### src/rtl/seven_seg_scan.sv
// -----------------------------------------------------------------------------
// seven_seg_scan
//
// Purpose:
//   Multiplexed driver for a 4-digit, 7-segment display with active-low
//   segment and digit-select lines. A 16-bit value is shown as four hex
//   digits. One digit is lit per time slot. Each slot begins with a
//   blanking gap so that the previous digit's pattern does not ghost onto
//   the next one while the select lines settle.
//
//   The displayed value, decimal points and digit enables are captured into
//   shadow registers once per frame, on the last cycle of digit 3. The scan
//   therefore never shows a mix of old and new data within one frame.
//
// Parameters:
//   SCAN_DIV      clk cycles per digit slot (>= 2)
//   BLANK_CYCLES  cycles at the start of each slot with every digit dark
//                 (< SCAN_DIV)
//
// Ports:
//   clk          in   1   system clock, rising edge
//   reset_n      in   1   synchronous, active-low reset
//   value        in  16   hex value; value[3:0] is digit 0 (rightmost)
//   dp_in        in   4   decimal point per digit, 1 = lit
//   digit_en     in   4   per-digit enable, 0 = digit kept dark
//   io_seg       out  8   segment drive, active-low, {dp,g,f,e,d,c,b,a}
//   io_sel       out  4   digit select, active-low, bit i = digit i
//   frame_start  out  1   one-cycle pulse in the first cycle of each frame
//
// Timing:
//   io_seg / io_sel are registered. The pins in cycle t reflect the slot
//   position and shadow contents of cycle t-1. frame_start is high exactly
//   in the cycle where the digit index is 0 and the prescaler is 0.
// -----------------------------------------------------------------------------
module seven_seg_scan #(
    parameter int SCAN_DIV     = 100000,
    parameter int BLANK_CYCLES = 1000
) (
    input  logic        clk,
    input  logic        reset_n,
    input  logic [15:0] value,
    input  logic [3:0]  dp_in,
    input  logic [3:0]  digit_en,
    output logic [7:0]  io_seg,
    output logic [3:0]  io_sel,
    output logic        frame_start
);

    // Prescaler width. SCAN_DIV >= 2 guarantees at least one bit.
    localparam int PW = $clog2(SCAN_DIV);

    localparam logic [PW-1:0] P_LAST  = PW'(SCAN_DIV - 1);
    localparam logic [PW-1:0] P_BLANK = PW'(BLANK_CYCLES);

    // -------------------------------------------------------------------------
    // Hex digit to active-high {g,f,e,d,c,b,a} segment pattern.
    // -------------------------------------------------------------------------
    function automatic logic [6:0] hex7(input logic [3:0] nib);
        logic [6:0] pat;
        case (nib)
            4'h0:    pat = 7'h3F;
            4'h1:    pat = 7'h06;
            4'h2:    pat = 7'h5B;
            4'h3:    pat = 7'h4F;
            4'h4:    pat = 7'h66;
            4'h5:    pat = 7'h6D;
            4'h6:    pat = 7'h7D;
            4'h7:    pat = 7'h07;
            4'h8:    pat = 7'h7F;
            4'h9:    pat = 7'h6F;
            4'hA:    pat = 7'h77;
            4'hB:    pat = 7'h7C;
            4'hC:    pat = 7'h39;
            4'hD:    pat = 7'h5E;
            4'hE:    pat = 7'h79;
            default: pat = 7'h71;
        endcase
        return pat;
    endfunction

    // -------------------------------------------------------------------------
    // Scan position: prescaler within the slot, digit index within the frame
    // -------------------------------------------------------------------------
    logic [PW-1:0] r_p;
    logic [1:0]    r_d;

    // Frame-stable copies of the inputs
    logic [15:0]   r_shadow_value;
    logic [3:0]    r_shadow_dp;
    logic [3:0]    r_shadow_en;

    // Registered pin drivers
    logic [7:0]    r_seg;
    logic [3:0]    r_sel;
    logic          r_frame_start;

    // Combinational helpers
    logic          w_slot_end;
    logic          w_frame_end;
    logic          w_blank;
    logic          w_lit;
    logic [3:0]    w_nibble;
    logic [6:0]    w_hex;
    logic [7:0]    w_seg_next;
    logic [3:0]    w_sel_next;

    assign w_slot_end  = (r_p == P_LAST);
    assign w_frame_end = w_slot_end && (r_d == 2'd3);
    assign w_blank     = (r_p < P_BLANK);

    // -------------------------------------------------------------------------
    // Prescaler and digit index
    // -------------------------------------------------------------------------
    always_ff @(posedge clk) begin
        if (!reset_n) begin
            r_p <= '0;
            r_d <= 2'd0;
        end else if (w_slot_end) begin
            r_p <= '0;
            r_d <= r_d + 2'd1;  // 3 -> 0 by natural 2-bit wrap
        end else begin
            r_p <= r_p + 1'b1;
        end
    end

    // -------------------------------------------------------------------------
    // Frame latch. Capturing on the last cycle of digit 3 means the new data
    // is first used in the cycle where the scan returns to digit 0, slot
    // position 0, which is also the cycle frame_start is high.
    // -------------------------------------------------------------------------
    always_ff @(posedge clk) begin
        if (!reset_n) begin
            r_shadow_value <= 16'h0000;
            r_shadow_dp    <= 4'h0;
            r_shadow_en    <= 4'h0;
            r_frame_start  <= 1'b0;
        end else begin
            r_frame_start <= w_frame_end;
            if (w_frame_end) begin
                r_shadow_value <= value;
                r_shadow_dp    <= dp_in;
                r_shadow_en    <= digit_en;
            end
        end
    end

    // -------------------------------------------------------------------------
    // Next pin values from the current scan position and shadow data
    // -------------------------------------------------------------------------
    always_comb begin
        case (r_d)
            2'd0:    w_nibble = r_shadow_value[3:0];
            2'd1:    w_nibble = r_shadow_value[7:4];
            2'd2:    w_nibble = r_shadow_value[11:8];
            default: w_nibble = r_shadow_value[15:12];
        endcase
    end

    assign w_hex = hex7(w_nibble);
    assign w_lit = !w_blank && r_shadow_en[r_d];

    always_comb begin
        w_sel_next = 4'hF;
        w_seg_next = 8'hFF;
        if (w_lit) begin
            // Exactly one select line goes low, so two digits never light
            // together.
            w_sel_next = ~(4'b0001 << r_d);
            w_seg_next = ~{r_shadow_dp[r_d], w_hex};
        end
    end

    // -------------------------------------------------------------------------
    // Output registers. Segments and select share one register stage, so
    // both always change on the same edge.
    // -------------------------------------------------------------------------
    always_ff @(posedge clk) begin
        if (!reset_n) begin
            r_seg <= 8'hFF;
            r_sel <= 4'hF;
        end else begin
            r_seg <= w_seg_next;
            r_sel <= w_sel_next;
        end
    end

    assign io_seg      = r_seg;
    assign io_sel      = r_sel;
    assign frame_start = r_frame_start;

endmodule

### config.mk
export PLATFORM = sky130hd
export DESIGN_NAME = seven_seg_scan
export DESIGN_NICKNAME = d
export VERILOG_FILES = /design/src/rtl/seven_seg_scan.sv
export SDC_FILE = /design/constraint.sdc
export NUM_CORES = 1
export LEC_CHECK = 0
export ABC_AREA = 1
export CORE_ASPECT_RATIO = 0.8
export CORE_MARGIN = 3
export CORE_UTILIZATION = 25
export CTS_BUF_LIST = sky130_fd_sc_hd__clkbuf_8
export CTS_CLUSTER_DIAMETER = 60
export DETAILED_ROUTE_END_ITERATION = 10
export RECOVER_POWER = 100
export SETUP_SLACK_MARGIN = 0.05
export SLEW_MARGIN = 20
export SYNTH_ARGS = -nofsm -noshare
export SYNTH_HDL_FRONTEND = slang
export SYNTH_SLANG_ARGS = --single-unit
### constraint.sdc
create_clock -name clk -period 2.4 [get_ports clk]
set_input_delay 0.36 -clock clk [delete_from_list [all_inputs] [get_ports clk]]
set_output_delay 0.36 -clock clk [all_outputs]
set_load 0.005 [all_outputs]
==> results of run 1 <==
## per-stage QoR
step                setup slack, ns  hold WS (ns)  power [mW]  util (%)
finish                        0.361         0.462        1.53      31.8
global route                  0.138         0.481        1.59      31.8
CTS                           0.108         0.469        1.55      32.0
detailed placement            0.138         0.454        1.02      31.1
global placement              0.282         0.431        1.02      31.1
floorplan                     0.484         0.418       0.974         -
## power groups by stage
stage                     clock network [mW]  logic, mW  registers [mW]
after floorplan                            0     0.0175           0.956
after global placement                     0     0.0640           0.957
after global routing                   0.587     0.0709           0.937
final                                  0.531     0.0631           0.935
after detailed placement                   0     0.0653           0.957
after CTS                              0.553     0.0656           0.936
## critical path, stage by stage, from the launching register on
cell and delay [ns]:
dfxtp_1 0.37, ha_1 0.18, nand2_1 0.10, nor2_1 0.19, nand4_2 0.11, clkbuf_2 0.55
nor2_1 0.33, nor2_1 0.07
## what timing repair did
action,in CTS,in global routing
endpoints found under the hold margin,0,0
setup buffers,0,0
resized for setup,0,2
setup endpoints to repair,0,3
hold buffers,0,0
## worst max-delay path by stage
stage	cells after the start	from	to
finish	7	r_p[0]	r_shadow_value[8]
global route	7	r_p[0]	r_shadow_value[6]
CTS	9	r_d[0]	io_seg[3]
detailed placement	11	r_d[0]	io_seg[2]
global placement	11	r_d[0]	io_seg[2]
floorplan	11	r_d[0]	io_seg[2]
## layer usage
metal | part of all wire (%) | up-vias | routed length (um) | global-route usage (%)
li1 | - | 1317 | - | -
met1 | 56 | 1035 | 3350 | 15.8
met2 | 40 | 48 | 2380 | 15.5
met3 | 4.0 | 5 | 242 | 2.79
met4 | 0.71 | 0 | 43 | 2.67
met5 | 0 | - | 0 | 0
## cells by family after synthesis
logic type | synth area share [%]
flops | 41.0
compound gates | 5.95
xor+xnor | 1.92
simple gates | 36.9
fa+ha+maj | 4.58
buf+inv | 9.61
## state kept, by name, summed over array words and instances, names as in the netlist
register and cells:
io_sel 4, r_shadow_value 16, io_seg 8, frame_start 1
r_shadow_en 4, r_d 2, r_shadow_dp 4, r_p 17
## Yosys cell counts (2+ instances only)
library cell / count / area [um^2]
o21bai_1: 2 / 15.0
ha_1: 10 / 125
nand4_1: 4 / 25.0
a21oi_1: 16 / 80.1
buf_2: 3 / 15.0
nand3_1: 19 / 95.1
nor2_1: 80 / 300
inv_2: 2 / 7.51
nor2_2: 11 / 68.8
o21ai_0: 12 / 60.1
inv_1: 50 / 188
buf_6: 3 / 33.8
clkbuf_1: 4 / 15.0
nand2_2: 2 / 12.5
xor2_1: 6 / 52.6
nor3_1: 4 / 20.0
nand2_1: 116 / 435
dfxtp_1: 56 / 1120
## layout make-up
| cell class | count | area, um^2 | share of cell area (%) |
|---|---|---|---|
| multi-input combinational | 289 | 1340 | 40.2 |
| sequential | 56 | 1120 | 33.7 |
| timing repair buffer | 41 | 400 | 12.0 |
| inverter | 53 | 199 | 5.98 |
| tap | 140 | 175 | 5.27 |
| clock buffer | 5 | 68.8 | 2.07 |
| clock inverter | 3 | 23.8 | 0.715 |
==> reports/results.ini, run 1 <==
[floorplan]
fp-row-count=33
fp.dieH_um=99.5
die_w_um=123
pin_count=39
dieArea_um2=12200
start_util_pct=26.2
design.core.area_um2=10400

[min_path]
hp-class=reg -> reg
hp-start=r_p[0]
min_path_cells=1
min_to=r_p[0]

[grt]
grt_pass1_wl_um=10600
grtUsageTotal_pct=10.7
antenna_found_initial=0
grt_max_degree=50
grt_overflow=0
first_global_vias=2291

[sta]
worst_slew_margin_rel_pct=36.4
finalSetupViolCount=0
slew_violations=0
hold_violations=0
worstMarginPinSlew_ns=0.953
min_period_over_period_pct=85.0
fmax_mhz=490
final.min_clock_period_ns=2.04
rsz0062_at_grt=false
fin_tns_setup_ns=0
skew_ns=0.0120

[critical_path]
cp_max_fo=49
arrival_ns=2.24
reg2reg_to=r_shadow_value[8]
critPathKind=reg -> reg
cp.required_ns=2.61
start_kind=flip-flop
reg2reg_from=r_p[0]
r2r_cells=7
critPathCaptureType=flip-flop
reg2reg_slack_ns=0.36

[outcome]
outcome=completed

[pwr]
clock_power_share_pct=34.7
p_sw_mw=0.349
power_frac_seq_pct=61.2
powerDensity_nw_per_um2=460
vdd_ir_drop_max_mv=0.275
swShare_pct=22.8
p_int_mw=1.18
p_comb_share_pct=4.1
leakagePower_nw=1.45

[drt]
viasPerCell=4.10
wire_per_inst_um=10.3
drt_iter0_markers=132
drtPass1Iterations=4
final_antenna_net_count=0
wirelength_um=6020
drc=0
vias=2405

[cts]
clkLatencyLatePin_ns=0.32
cts-buffers-inserted=5
cts.sinks=56
cts_tree=built
clk_pin_slew_worst_paths_ns=0.10
clockBufferDepth=2
htree_levels=2
clk_root_buffer_cell=clkbuf_8

[finish]
fillers=1131
syn2layout_area_growth_pct=21.7
final_common_cell=nand2_1
design_area_um2=3330
drive_gt1_share_pct=5.59
layout_common_cells=nand2_1, nor2_1, dfxtp_1, inv_1, clkdlybuf4s50_1
stdcell_count=587
final_nets=482
antennaDiodeCount=0

[yosys]
synth_ff_type=dfxtp_1
syn-num-nets=444
ys_seq_area_share_pct=41.0
async_flop_share_pct=0
synth-seq-cells=56
synthCells=408
yosysUniqueCellTypes=26
syn_area_um2=2730
avgSynthCellArea_um2=6.70
yosys_warnings=0
synth_edf_count=0

[job]
cap_violations=0

[placement]
hpwlAfterDp_um=4480
globalplace.congestion=0.892
placed_cell_area_um2=3250
port_buffers=38
dp_cells=579

(Power assumes the default switching activity.)
==> run 2, diff against run 1 <==
- clock period: 2.4 -> 2.1 ns (I/O delays scaled with it)
==> run 2 against run 1 <==
Sequential cell count unchanged. Design area grew 1.7%. Sequential share of layout area fell by 0.46 points. Worst setup slack worse by 0.11 ns.
==> reports/results.ini, run 2 (synthesis gave the netlist of run 1 again) <==
[outcome]
outcome=completed

[floorplan]
dieArea_um2=12200  ; unchanged
fp.dieH_um=99.5  ; unchanged
fp-row-count=33  ; unchanged
pin_count=39  ; unchanged
die_w_um=123  ; unchanged
design.core.area_um2=10400  ; unchanged
start_util_pct=26.2  ; unchanged

[cts]
cts.sinks=56  ; unchanged
post_cts_buffers=0  ; unchanged
cts_tree=built
clockBufferDepth=2  ; unchanged
clkLatencyLatePin_ns=0.33  ; about the same
clk_root_buffer_cell=clkbuf_8
htree_levels=2  ; unchanged
cts-buffers-inserted=5  ; unchanged
clk_pin_slew_worst_paths_ns=0.11  ; about the same

[sta]
slew_violations=0  ; unchanged
rsz0062_at_grt=false
final.min_clock_period_ns=1.85  ; -0.193 ns
worstMarginPinSlew_ns=0.582  ; -0.371 ns
fin_tns_setup_ns=0  ; unchanged
finalSetupViolCount=0  ; unchanged
min_period_over_period_pct=87.9  ; +2.9 points
hold_violations=0  ; unchanged
skew_ns=0.0161  ; +0.00413 ns
fmax_mhz=542  ; +10%
worst_slew_margin_rel_pct=61.1  ; +25 points

[grt]
grt_pass1_wl_um=10500  ; -1.1%
top_usage_layer=met1
antenna_found_initial=0  ; unchanged
first_global_vias=2264  ; -1.2%
grt_max_degree=50  ; unchanged
grtUsageTotal_pct=10.7  ; about the same
met1_usage_pct=15.7  ; -0.055 points
grt_overflow=0  ; unchanged
grtUsageMet2_pct=15.3  ; -0.17 points
use_met3_pct=2.67  ; -0.11 points

[placement]
port_buffers=38  ; unchanged
hpwlAfterDp_um=4510  ; +0.58%
globalplace.congestion=0.902  ; +1.0%

[critical_path]
crit_family=adder cells
arrival_ns=2.04  ; -0.20 ns
cp_common_cell=nand2_1
cp_slowest_cell=dfxtp_4
critPathCaptureType=flip-flop
start_kind=flip-flop
slowest_delay_ns=0.38  ; -0.17 ns
path_cells=inv_1, ha_1, nand2_1, nand2_1, o21ai_0, buf_4, ha_1, inv_1, nand2_1, nand2_1, inv_1, nand2_1, nand3_1
critPathKind=reg -> reg
path_buf_inv=4  ; +3
cp.required_ns=2.30  ; -0.31 ns
cp_max_fo=7  ; -86%

[pwr]
leakagePower_nw=1.48  ; +2.0%
powerDensity_nw_per_um2=525  ; +14%
vdd_ir_drop_max_mv=0.251  ; -8.9%

[finish]
fin_util_pct=32.4  ; +0.55 points
layout_common_cells=nand2_1, nor2_1, dfxtp_1, inv_1, clkdlybuf4s50_1
final_common_cell=nand2_1
final_nets=487  ; +1.0%
regMostFlops=r_p
syn2layout_area_growth_pct=23.8
drive_gt1_share_pct=7.96  ; +2.4 points
antennaDiodeCount=0  ; unchanged
largest_reg_flops=17  ; unchanged

[drt]
final_antenna_net_count=0  ; unchanged
vias=2414  ; +0.37%
viasPerCell=4.08  ; -0.47%
drtPass1Iterations=4  ; unchanged
wire_per_inst_um=10.3  ; +0.54%
wirelength_um=6110  ; +1.4%
drc=0  ; unchanged
drt_iter0_markers=138  ; +4.5%

[min_path]
hp-class=reg -> reg

[job]
cap_violations=0  ; unchanged

-- run 2: cell types whose count changed in the layout (fill, tap and decap cells not counted) --
cell / previous run / this run
clkbuf_4: 0 / 1
nor2_1: 84 / 80
clkinv_4: 1 / 0
ha_1: 10 / 9
clkinvlp_4: 2 / 1
nor2_2: 7 / 11
inv_6: 0 / 2
buf_4: 2 / 7
clkbuf_2: 1 / 0
ha_2: 0 / 1
dfxtp_4: 0 / 1
dfxtp_1: 55 / 54
-- run 2: through the flow --
step	hold slack, ns	setup slack (ns)	power (mW)	area, um^2	instances
4_1_cts	0.485	0.138	1.81	3390	592
5_1_grt	0.505	0.0258	1.86	3380	592
3_3_place_gp	0.431	0.278	1.17	3300	584
6_report	0.478	0.255	1.78	3380	592
3_5_place_dp	0.468	0.168	1.17	3300	584
2_1_floorplan	0.418	0.184	1.11	2730	408
-- run 2: timing repair --
item	4_1_cts	5_1_grt
endpoints found under the setup margin	0	5
hold buffers	0	0
resized for setup	0	6
-- run 2: area by class of cell --
cell class / count / area, um^2
fill: 1173 / 7060
timing repair buffer: 46 / 440
clock inverter: 3 / 25.0
tap: 140 / 175
multi-input combinational: 289 / 1350
sequential: 56 / 1130
clock buffer: 5 / 68.8
inverter: 53 / 199
-- run 2: routing by layer --
metal | vias up | wire length, um
li1 | 1328 | -
met1 | 1039 | 3220
met2 | 40 | 2530
met3 | 7 | 272
met4 | 0 | 79
met5 | - | 0
-- run 2: path summary, 6_finish.rpt --
kind | slack (ns) | start | depth (start not counted) | endpoint
worst max-delay path | 0.25 | r_d[1] | 13 | io_seg[0]
worst min-delay path | 0.48 | r_p[0] | 1 | r_p[0]
worst max register to register | 0.25 | r_d[1] | 13 | io_seg[0]
worst min register to register | 0.48 | r_p[0] | 1 | r_p[0]
-- run 2: report_power, final --
| part | internal, mW | total (mW) | switching (mW) |
|---|---|---|---|
| clock network | 0.244 | 0.635 | 0.390 |
| registers | 1.06 | 1.07 | 0.00301 |
| logic | 0.0473 | 0.0743 | 0.0271 |
| total | 1.36 | 1.78 | 0.420 |
-- run 2: worst register-to-register path, cell delays in order, from the launching register on --
cell and delay (ns):
dfxtp_4 0.38, inv_1 0.12, ha_1 0.26, nand2_1 0.08, nand2_1 0.07, o21ai_0 0.09
buf_4 0.15, ha_1 0.22, inv_1 0.06, nand2_1 0.05, nand2_1 0.06, inv_1 0.04
nand2_1 0.05, nand3_1 0.08
==> variant (settings of run 2) <==
`BLANK_CYCLES`: 1000 -> 500.
--- a/src/rtl/seven_seg_scan.sv
+++ b/src/rtl/seven_seg_scan.sv
@@ -35,5 +35,5 @@
 module seven_seg_scan #(
     parameter int SCAN_DIV     = 100000,
-    parameter int BLANK_CYCLES = 1000
+    parameter int BLANK_CYCLES = 500
 ) (
     input  logic        clk,
Behaviour: no difference found for any inputs over 10 cycles, from zero or initial values and one cycle with reset_n low; that may be too few to reach the edited logic, so the function may still have changed.
==> variant against run 2 <==
Final area is 8.0% higher; area after synthesis grew 10%; global-route usage about the same; wire length up 13%; total power grew 1.4%; worst setup slack worse by 64 ps; sequential cell count unchanged; first-iteration DRC count up 70%; critical path type unchanged; largest power group unchanged.
==> variant: results (changes against run 2) <==
| Metric | Value |
|---|---|
| Via Count | 2786 (+15%) |
| Clk slew on worst S/H paths | 100 ps |
| H-tree depth | 2 (unchanged) |
| Worst setup path start | r_d[1]$_SDFFE_PN0P_ |
| Clock latency on the worst-skew pair | 310 ps (-20 ps) |
| CP max FO | 6 (-1) |
| Port Buffers | 38 (unchanged) |
| Post-CTS Setup Inserts | 0 (unchanged) |
| Antenna violations before repair | 0 (unchanged) |
| Hold_sp | r_p[0]$_SDFF_PP0_ |
| Synth area leaders | dfxtp_1 37%, nand2_1 15%, inv_1 13% |
| Max Clock Skew | 10.5 ps (-5.56 ps) |
| Run status | completed |
| Largest net degree at the start of global routing | 27 (-46%) |
| Number of global-route vias before repair | 2628 (+16%) |
| Gr usage total | 0.107 (about the same) |
| Worst Hold Class | reg -> reg |
| Final GP Congestion | 0.816 (-9.5%) |
| Worst Setup End Kind | register |
| Reg2Reg Depth | 11 (-2) |
| Pint | 1.39 mW (+2.6%) |
| Max reg flops | 17 (unchanged) |
| Final nets | 543 (+11%) |
| TritonRoute pass-1 iters | 4 (unchanged) |
| Routed wire length | 6.90 mm (+13%) |
| DP Wirelength | 5.20 mm (+15%) |
| Max transition margin | 0.652 (+0.0414) |
| Ys Warns | 0 (unchanged) |
| CTS buffer count | 5 (unchanged) |
| Largest Register | r_p |
| Post-synth top cells | 120 x nand2_1, 102 x inv_1, 63 x nor2_1, 56 x dfxtp_1, 31 x nand4_1 |
| Maximum VDD drop | 0.000248 V (-1.3%) |
| P_leak | 1.57 nW (+6.2%) |
| Fraction of layout cells with a size suffix above 1 | 0.0551 (-0.0245) |
| Syn Nets | 504 (+14%) |
| DRT iter0 DRCs | 235 (+70%) |
| R2R Setup Slk | 190 ps (-60 ps) |
| Clk buf depth | 2 (unchanged) |
| Global-route wire length before repair | 12.0 mm (+14%) |
| Seq/Total Area, Yosys | 0.372 (-0.0380) |
| Netlist cell types | 27 (+3.8%) |
| Clk root buf | clkbuf_8 |
| FF-to-FF End | io_seg[3]$_SDFF_PN1_ |
| N_diodes | 0 (unchanged) |
| Max-Cap Viols | 0 (unchanged) |
| Async set-or-reset flop fraction in the synthesized netlist | 0 (unchanged) |
## variant: cells by family after synthesis
family	share of synthesized area
and+or+nand+nor	0.373
AOI/OAI and AO/OA	0.0519
xor gates and xnor gates	0.00873
buffers and inverters	0.152
DFF	0.372
adders and majority gates	0.0415
## variant: what timing repair did
item                                    4_1_cts  5_1_grt
hold endpoints to repair                      0        0
endpoints found under the setup margin        4        7
resized for setup                             1        4
gates cloned                                  0        0
## variant: cell type report
class	instances	area [sq um]
multi-input combinational	296	1430
sequential	56	1120
fill	1262	8000
tap	148	185
clock buffer	6	82.6
timing repair buffer	45	433
inverter	103	387
clock inverter	2	13.8
## variant: power by group through the flow
stage / Sequential (mW) / Clock, mW / Combinational [mW]
2_1_floorplan: 1.09 / 0 / 0.0389
3_3_place_gp: 1.09 / 0 / 0.0933
3_5_place_dp: 1.09 / 0 / 0.0936
4_1_cts: 1.07 / 0.661 / 0.0936
5_1_grt: 1.07 / 0.703 / 0.106
6_report: 1.07 / 0.641 / 0.0917
## variant: layer usage
layer  vias to the layer above  global-route usage  part of all wire
li1                       1499                   -                 -
met3                        11              0.0226             0.051
met4                         0              0.0307             0.014
met5                         -                   0                 0
met2                        65               0.161              0.42
met1                      1211               0.153              0.52
## variant: worst min-delay path by stage
| stage | to | slack (ps) | depth (start not counted) |
|---|---|---|---|
| 2_1_floorplan | r_p[0]$_SDFF_PP0_ | 420 | 1 |
| 3_3_place_gp | r_p[0]$_SDFF_PP0_ | 430 | 1 |
| 3_5_place_dp | r_p[0]$_SDFF_PP0_ | 440 | 1 |
| 4_1_cts | r_p[0]$_SDFF_PP0_ | 460 | 1 |
| 5_1_grt | r_p[0]$_SDFF_PP0_ | 500 | 1 |
| 6_report | r_p[0]$_SDFF_PP0_ | 460 | 1 |
## variant: per-stage QoR
stage | std cells | worst slack, ps | cell area (sq um)
4_1_cts | 656 | 127 | 3660
3_3_place_gp | 648 | 171 | 3560
2_1_floorplan | 468 | 275 | 3010
3_5_place_dp | 648 | 50.9 | 3560
6_report | 656 | 191 | 3650
5_1_grt | 656 | 32.8 | 3650
## variant: critical path: stages (launching register included)
cell	delay (ps)
dfxtp_1	450
inv_1	140
ha_1	260
nand2_1	100
nand2_1	70
o21bai_2	240
ha_1	290
inv_1	60
nand2_1	50
nand2_1	80
nand2_1	50
nand3_1	70
